$ cat config.mk
export PLATFORM = sky130hd
export DESIGN_NAME = trans_status_ipa
export DESIGN_NICKNAME = d
export VERILOG_FILES = /design/src/rtl/trans_status_ipa.sv
export SDC_FILE = /design/constraint.sdc
export NUM_CORES = 1
export LEC_CHECK = 0
export CAP_MARGIN = 20
export CORE_MARGIN = 2
export CORE_UTILIZATION = 56
export CTS_BUF_LIST = sky130_fd_sc_hd__clkbuf_4
export CTS_CLUSTER_SIZE = 30
export DETAILED_ROUTE_END_ITERATION = 10
export HOLD_SLACK_MARGIN = 0.12
export PLACE_DENSITY = 0.86
export SLEW_MARGIN = 25
export SYNTH_ARGS = -nofsm -noshare
export SYNTH_HDL_FRONTEND = slang
export SYNTH_SLANG_ARGS = --single-unit
export TNS_END_PERCENT = 1
$ cat constraint.sdc
create_clock -name clk_i -period 2.11 [get_ports clk_i]
set_input_delay 0.422 -clock clk_i [delete_from_list [all_inputs] [get_ports clk_i]]
set_output_delay 0.422 -clock clk_i [all_outputs]
set_load 0.01 [all_outputs]
$ cat src/rtl/trans_status_ipa.sv
// Per-SID outstanding-transfer tracker: grants allocations while a SID's counter has room,
// flags SIDs going idle, and latches the first completion seen for an idle SID.
module trans_status_ipa #(
  parameter int unsigned TRANS_SID_WIDTH = 2,
  parameter int unsigned CNT_WIDTH       = 3
) (
  input  logic                       clk_i,
  input  logic                       rst_i,
  input  logic                       alloc_req_i,
  input  logic [TRANS_SID_WIDTH-1:0] alloc_sid_i,
  output logic                       alloc_gnt_o,
  input  logic                       synch_req_i,
  input  logic [TRANS_SID_WIDTH-1:0] synch_sid_i,
  output logic [(1<<TRANS_SID_WIDTH)-1:0] busy_o,
  output logic                       evt_valid_o,
  output logic [TRANS_SID_WIDTH-1:0] evt_sid_o,
  output logic                       err_o,
  output logic [TRANS_SID_WIDTH-1:0] err_sid_o,
  input  logic                       err_clr_i
);

  localparam int unsigned NSID = 1 << TRANS_SID_WIDTH;
  localparam logic [CNT_WIDTH-1:0] CMax = '1;

  logic [CNT_WIDTH-1:0]       cnt_q [NSID];
  logic [CNT_WIDTH-1:0]       cnt_d [NSID];
  logic [NSID-1:0]            busy_q, busy_d;
  logic                       evt_valid_q, evt_valid_d;
  logic [TRANS_SID_WIDTH-1:0] evt_sid_q, evt_sid_d;
  logic                       err_q, err_d;
  logic [TRANS_SID_WIDTH-1:0] err_sid_q, err_sid_d;

  logic same_sid, gnt, alloc_acc, cancel, synch_dec, synch_err;

  always_comb begin
    same_sid  = (alloc_sid_i == synch_sid_i);
    // A same-SID completion frees a slot this cycle, so a full counter may still grant.
    gnt       = (cnt_q[alloc_sid_i] != CMax) || (synch_req_i && same_sid);
    alloc_acc = alloc_req_i && gnt;
    // Same-SID allocation and completion cancel out: no count change, event or error.
    cancel    = alloc_acc && synch_req_i && same_sid;
    synch_dec = synch_req_i && !cancel && (cnt_q[synch_sid_i] != '0);
    synch_err = synch_req_i && !cancel && (cnt_q[synch_sid_i] == '0);
  end

  assign alloc_gnt_o = gnt;

  always_comb begin
    for (int unsigned k = 0; k < NSID; k++) begin
      cnt_d[k] = cnt_q[k];
      if (alloc_acc && !cancel && (alloc_sid_i == TRANS_SID_WIDTH'(k))) begin
        cnt_d[k] = cnt_q[k] + CNT_WIDTH'(1);
      end else if (synch_dec && (synch_sid_i == TRANS_SID_WIDTH'(k))) begin
        cnt_d[k] = cnt_q[k] - CNT_WIDTH'(1);
      end
      busy_d[k] = (cnt_d[k] != '0);
    end
  end

  always_comb begin
    evt_valid_d = synch_dec && (cnt_q[synch_sid_i] == CNT_WIDTH'(1));
    evt_sid_d   = evt_valid_d ? synch_sid_i : evt_sid_q;

    err_d     = err_q;
    err_sid_d = err_sid_q;
    if (err_clr_i) begin
      err_d     = 1'b0;
      err_sid_d = '0;
    end
    // Only the first offender is kept; a clear in the same cycle re-arms capture.
    if (synch_err && (!err_q || err_clr_i)) begin
      err_d     = 1'b1;
      err_sid_d = synch_sid_i;
    end
  end

  always_ff @(posedge clk_i) begin
    if (rst_i) begin
      for (int unsigned k = 0; k < NSID; k++) begin
        cnt_q[k] <= '0;
      end
      busy_q      <= '0;
      evt_valid_q <= 1'b0;
      evt_sid_q   <= '0;
      err_q       <= 1'b0;
      err_sid_q   <= '0;
    end else begin
      for (int unsigned k = 0; k < NSID; k++) begin
        cnt_q[k] <= cnt_d[k];
      end
      busy_q      <= busy_d;
      evt_valid_q <= evt_valid_d;
      evt_sid_q   <= evt_sid_d;
      err_q       <= err_d;
      err_sid_q   <= err_sid_d;
    end
  end

  assign busy_o      = busy_q;
  assign evt_valid_o = evt_valid_q;
  assign evt_sid_o   = evt_sid_q;
  assign err_o       = err_q;
  assign err_sid_o   = err_sid_q;

endmodule

==> results of run 1 <==
[metal layers]
metal  routed length, um  up-vias  global-route usage, %
met5                   0        -                      0
met4                  45        0                  9.402
met3                 145        6                  6.389
met2                1705       28                  48.37
met1                1447      617                  29.78
li1                    -      633                      -
[cells in the final DEF (no fill, tap or decap), drive strengths merged, types with 4 or more instances in the layout]
cell type and instances:
xor2 4, mux2i 11, o211a 4, a21oi 11, nand3 4, dfxtp 22
ha 8, buf 27, clkdlybuf4s50 14, nor2 14, inv 12, a22oi 4
nand2 5, o21ai 7, dlygate4sd2 4, a2111oi 4
[metrics by stage]
step                      power (W)  utilization (%)  worst slack (ps)
after CTS                 0.0009150            79.44             90.14
after global placement    0.0007022            78.17            -314.2
after floorplan           0.0006050                -             164.7
after detailed placement  0.0007146            78.17            -374.4
final                     0.0009221            80.10             98.64
after global routing      0.0009579            80.10            -4.851
[logic make-up after synthesis]
kind of cell | count (synthesis) | synth area share (%)
multiplexers | 15 | 12.59
adder cells (fa/ha/maj) | 8 | 7.247
buffers and inverters | 18 | 5.435
XOR/XNOR | 7 | 4.438
AND/OR/NAND/NOR | 43 | 16.85
flip-flops | 22 | 31.88
AO/OA/AOI/OAI | 36 | 21.56
[layout make-up]
| type | count | area, sq um |
|---|---|---|
| multi-input cells | 109 | 888.4 |
| fillers | 149 | 452.9 |
| flip-flops and latches | 22 | 440.4 |
| repair buffers | 46 | 387.9 |
| inverters | 12 | 45.04 |
| well taps | 28 | 35.03 |
| clock buffers | 3 | 22.52 |
| clock inverters | 1 | 3.754 |
[path summary, 6_finish.rpt]
| path | from | end | slack (ps) | depth (start not counted) |
|---|---|---|---|---|
| setup / recovery | cnt_q[0][1]$_SDFF_PP0_ | alloc_gnt_o | 100 | 4 |
| hold / removal | evt_sid_o[1]$_SDFFE_PP0P_ | evt_sid_o[1]$_SDFFE_PP0P_ | 530 | 2 |
| setup reg to reg | cnt_q[3][0]$_SDFF_PP0_ | busy_o[3]$_SDFF_PP0_ | 310 | 6 |
| hold reg to reg | evt_sid_o[1]$_SDFFE_PP0P_ | evt_sid_o[1]$_SDFFE_PP0P_ | 530 | 2 |
[sequential cells by signal, summed over array words and instances (netlist names)]
signal       count
err_sid_o        2
evt_sid_o        2
busy_o           4
err_o            1
evt_valid_o      1
cnt_q           12
[tightest hold or removal path: stages, from the launching register on]
cell and delay, ps:
dfxtp_1 350, mux2i_1 70, nor2_1 90
[repair_timing]
item / in CTS / in global routing
pin swaps: 1 / 0
gates resized for setup: 7 / 2
endpoints found under the setup margin: 3 / 2
hold buffers: 0 / 0
endpoints found under the hold margin: 0 / 0
[Yosys cell counts, types with 2 or more instances]
library cell / instances / share of area [%]
ha_1: 8 / 7.2
mux2_2: 2 / 1.6
inv_1: 12 / 3.3
and3b_1: 2 / 1.3
a22oi_1: 3 / 1.6
nand2_1: 5 / 1.4
o32ai_1: 2 / 1.3
dfxtp_1: 22 / 32
o211ai_1: 2 / 1.1
a2111oi_4: 2 / 4.0
nand2b_1: 2 / 0.91
o211a_1: 4 / 2.9
buf_2: 3 / 1.1
or3b_2: 2 / 1.3
a2111oi_2: 2 / 2.2
xor2_1: 4 / 2.5
or3_1: 3 / 1.4
nand4_1: 3 / 1.4
mux2i_1: 10 / 7.2
a21oi_1: 11 / 4.0
or4_1: 3 / 1.6
nand3_1: 4 / 1.4
xnor2_1: 3 / 1.9
o21ai_0: 7 / 2.5
nor2_1: 14 / 3.8
clkbuf_1: 2 / 0.54
[power by group through the flow]
stage / logic (W) / registers, W / clock network (W)
floorplan: 0.000133 / 0.000472 / 0
global placement: 0.000235 / 0.000468 / 0
detailed placement: 0.000246 / 0.000469 / 0
CTS: 0.000246 / 0.000459 / 0.000209
global route: 0.000271 / 0.000463 / 0.000224
finish: 0.000250 / 0.000460 / 0.000212
==> out/metrics.csv, run 1 <==
metric;value;unit
cts_max_path_buffers;2;
grt_pass1_wl;5.513;mm
drt-initial-drc-count;26;
io_pins;20;
place_congestion;0.8561;
max_freq;497.2;MHz
cp-start-kind;flop;
hp-class;reg2reg;
yosysSeqAreaShare;31.88;%
internal-power;0.0006403;W
numCtsBuffers;3;
globalRouteOverflowTotal;0;
yosys_warnings;0;
grt_max_degree;13;
h-tree-depth;1;
wl_per_cell;15.14;um
grtUsageTotal;26.59;%
cts_sinks;22;
drive_gt1_share;22.80;%
report.final.slew_viol_count;0;
post-route-min-period;2011;ps
viasPerCell;5.810;
max_stage_delay;430;ps
cp_num_buf_inv;1;
powerDensity;505.8;nW/um^2
dp_cells;217;
drt_pre_antenna_iters;4;
instances_no_fill;221;
drv_cap;0;
post_cts_buffers;0;
required;1690;ps
grt_pass1_vias;1252;
synth_area;1381;sq um
dieArea;2880;sq um
cellLeakagePower;0.7562;nW
switching_share;30.55;%
ys_ff_latch;22;
p_sw;0.0002817;W
synthFlopType;dfxtp_1;
crit_family;flip-flops;
synth.net_count;166;
rows;17;
skew;3.881;ps
diodes;0;
path_cells;nand3_1, o21ai_0, o211ai_1, dlygate4sd2_1;
path_clk_slew;130;ps
slew_headroom;65.86;%
worst_slew_pin_slew;511.2;ps
timing.final.crit_share;95.33;%
p_clk_share;23.0;%
place_hpwl;2.552;mm
fin_hold_ws;530.3;ps
seqPwrFrac;49.9;%
fin_setup_tns;0;ps
crit_type;reg2out;
peakVddDrop;411.0;uV
initial_core_util;60.69;%
endpoint_kind;output port;
status;completed;
stdcell_area;1823;sq um
drc_errors;0;
core_area;2276;sq um
setup_viol;0;
placedInstanceArea;1779;sq um
path_max_fanout;6;
ant_nets;0;
die_w;53.67;um
critPathArrivalTime;1590;ps
ctsRootBufferMaster;clkbuf_4;
async_reset_ff_share;0;%
cts_tree;built;
antenna_found_initial;0;
vias;1284;
clock_latency;320;ps
io_buffers;19;
synth_cell_types;38;
die_h;53.67;um
synth_edf_count;0;
synth_cells;149;
fin_nets;211;
synth_area_per_cell;9.271;sq um
area_growth;31.97;%
comb_power_share;27.1;%
slowest_stage;dfxtp_1;
wirelength;3.345;mm
final-hold-violation-count;0;
No activity file was read; power rests on OpenSTA's default activity.
==> run 2: changes to the inputs <==
--- a/config.mk
+++ b/config.mk
@@ -11,6 +11,7 @@
 export CTS_BUF_LIST = sky130_fd_sc_hd__clkbuf_4
 export CTS_CLUSTER_SIZE = 30
 export DETAILED_ROUTE_END_ITERATION = 10
+export GPL_ROUTABILITY_DRIVEN = 0
 export HOLD_SLACK_MARGIN = 0.12
 export PLACE_DENSITY = 0.86
 export SLEW_MARGIN = 25
==> results of run 2 <==
No change in the layout: final DEF, timing and power equal those of run 1.
==> run 3: changes to the inputs <==
--- a/config.mk
+++ b/config.mk
@@ -5,15 +5,15 @@
 export SDC_FILE = /design/constraint.sdc
 export NUM_CORES = 1
 export LEC_CHECK = 0
-export CAP_MARGIN = 20
 export CORE_MARGIN = 2
-export CORE_UTILIZATION = 56
+export CORE_UTILIZATION = 60
 export CTS_BUF_LIST = sky130_fd_sc_hd__clkbuf_4
 export CTS_CLUSTER_SIZE = 30
 export DETAILED_ROUTE_END_ITERATION = 10
+export DONT_BUFFER_PORTS = 1
 export GPL_ROUTABILITY_DRIVEN = 0
 export HOLD_SLACK_MARGIN = 0.12
-export PLACE_DENSITY = 0.86
+export PLACE_DENSITY = 0.8
 export SLEW_MARGIN = 25
 export SYNTH_ARGS = -nofsm -noshare
 export SYNTH_HDL_FRONTEND = slang
==> run 3 against run 2 <==
Net effect: global-route usage is 3.8 points lower; clock-buffer cell count stayed put; clock skew is 5.2 ps higher; fmax is 8.0% higher; register-to-register slack worse by 60 ps; wire length is 15% lower; critical path type is now reg2reg; highest routed layer unchanged; sequential share of layout area is 5.8 points higher.
==> out/metrics.csv, run 3 (synthesized netlist as in run 1, its figures left out) <==
metric;value;unit;change
dp_slack;257.8;ps;+632.2 ps
fin_setup_tns;0;ps;unchanged
cp_num_buf_inv;0;;-1
ctsResizeCount;0;;-7
clock_latency;340;ps;+20 ps
final-hold-violation-count;0;;unchanged
regMostFlops;cnt_q;;
critPathArrivalTime;2090;ps;+500 ps
setup_viol;0;;unchanged
path_max_fanout;6;;unchanged
report.final.slew_viol_count;0;;unchanged
drt-initial-drc-count;16;;-38%
ff2ff_setup_slack;250;ps;-60 ps
initial_core_util;63.05;%;+2.4 points
io_buffers;0;;-19
vias;1091;;-15%
ant_nets;0;;unchanged
grt_max_degree;25;;+12
status;completed;;
path_clk_slew;140;ps;about the same
drv_cap;0;;unchanged
timing.final.crit_share;88.26;%;-7.1 points
cts_sinks;22;;unchanged
peakVddDrop;509.7;uV;+24%
final_cell_mix;22 x dfxtp_1, 14 x nor2_1, 12 x inv_1;;
cts_max_path_buffers;2;;unchanged
core_area;2191;sq um;-3.7%
cp-start-kind;flop;;
layout_setup_ws;247.7;ps;+149.1 ps
rows;17;;unchanged
hp-class;in2reg;;
grtUsageTotal;22.74;%;-3.8 points
die_h;51.98;um;-3.1%
die_w;51.98;um;-3.1%
dieArea;2702;sq um;-6.2%
place_hpwl;2.045;mm;-20%
diodes;0;;unchanged
largest_reg_flops;12;;unchanged
globalRouteOverflowTotal;0;;unchanged
h-tree-depth;1;;unchanged
endpoint_kind;flop;;
slowest_stage;a2111oi_2;;
post-route-min-period;1862;ps;-149.1 ps
cts_tree;built;;
antenna_found_initial;0;;unchanged
num-fill-cells;183;;+23%
crit_family;compound AO/OA/AOI/OAI gates;;
wirelength;2.837;mm;-15%
drt_pre_antenna_iters;4;;unchanged
viasPerCell;6.129;;+5.5%
required;2340;ps;+650 ps
area_growth;6.341;%;
final_common_cell;dfxtp_1;;
slew_headroom;58.82;%;-7.0 points
post_cts_buffers;0;;unchanged
path_cells;mux2i_1, a2111oi_2, mux2i_1, o21ai_0, a21oi_1;;
grt_pass1_wl;4.547;mm;-18%
powerDensity;650.9;nW/um^2;+29%
cellLeakagePower;0.5687;nW;-25%
crit_top_cell;mux2i_1;;
drc_errors;0;;unchanged
max_freq;537.0;MHz;+8.0%
crit_type;reg2reg;;
numCtsBuffers;3;;unchanged
drive_gt1_share;10.67;%;-12 points
max_stage_delay;600;ps;+170 ps
rsz0062_at_grt;no;;
grt_pass1_vias;981;;-22%
skew;9.095;ps;+5.214 ps
fin_nets;168;;-20%
ctsRootBufferMaster;clkbuf_4;;
io_pins;20;;unchanged
worst_slew_pin_slew;616.5;ps;+105.3 ps
utilization;67.05;%;-13 points
wl_per_cell;15.94;um;+5.3%
==> run 3: changes by cell type in the layout (fill, tap and decap cells not counted), sizes merged <==
| cell | previous run | this run |
|---|---|---|
| buf | 27 | 0 |
| bufinv | 0 | 1 |
| clkinv | 1 | 0 |
| clkdlybuf4s15 | 1 | 0 |
| clkdlybuf4s50 | 14 | 0 |
| dlygate4sd2 | 4 | 0 |
| dlygate4sd3 | 0 | 3 |
==> run 3: where the power goes <==
group | total [W] | internal, W | switching [W]
Sequential | 0.000470 | 0.000441 | 0.0000290
Clock | 0.000341 | 0.000193 | 0.000148
Combinational | 0.000146 | 0.0000690 | 0.0000770
Total | 0.000956 | 0.000702 | 0.000254
==> run 3: area by class of cell <==
class | count | area (sq um) | share of cell area (%)
Sequential cell | 22 | 440.4 | 29.98
Clock buffer | 3 | 22.52 | 1.533
Tap cell | 28 | 35.03 | 2.385
Multi-Input combinational cell | 109 | 865.8 | 58.94
Inverter | 12 | 45.04 | 3.066
Timing Repair Buffer | 3 | 30.03 | 2.044
Clock inverter | 1 | 30.03 | 2.044
==> run 3: worst paths after layout <==
path | start | endpoint | cells past startpoint
worst min register to register | cnt_q[1][1]$_SDFF_PP0_ | cnt_q[1][1]$_SDFF_PP0_ | 2
worst min-delay path | rst_i | evt_sid_o[0]$_SDFFE_PP0P_ | 1
worst max register to register | cnt_q[2][0]$_SDFF_PP0_ | busy_o[2]$_SDFF_PP0_ | 5
worst max-delay path | cnt_q[2][0]$_SDFF_PP0_ | busy_o[2]$_SDFF_PP0_ | 5
==> run 3: through the flow <==
step | total power (W) | cell area (sq um) | cells | hold WS (ps)
final | 0.0009562 | 1469 | 178 | 133.5
after global routing | 0.0009948 | 1469 | 178 | 120.4
after CTS | 0.0009460 | 1439 | 175 | 132.3
after detailed placement | 0.0006155 | 1386 | 171 | 497.9
after global placement | 0.0006091 | 1386 | 171 | 495.5
after floorplan | 0.0006050 | 1381 | 149 | 482.9
==> run 3: timing repair <==
item | in CTS | in global routing
hold buffers | 0 | 3
hold endpoints to repair | 0 | 8
endpoints found under the setup margin | 0 | 0
==> run 3: metal layers <==
metal	global-route usage, %	part of all wire [%]	routed length, um	vias up
met1	28.90	44	1260	521
met2	36.92	49	1395	22
met4	10.53	2.2	63	0
met3	4.310	4.1	117	7
met5	0	0	0	-
li1	-	-	-	541
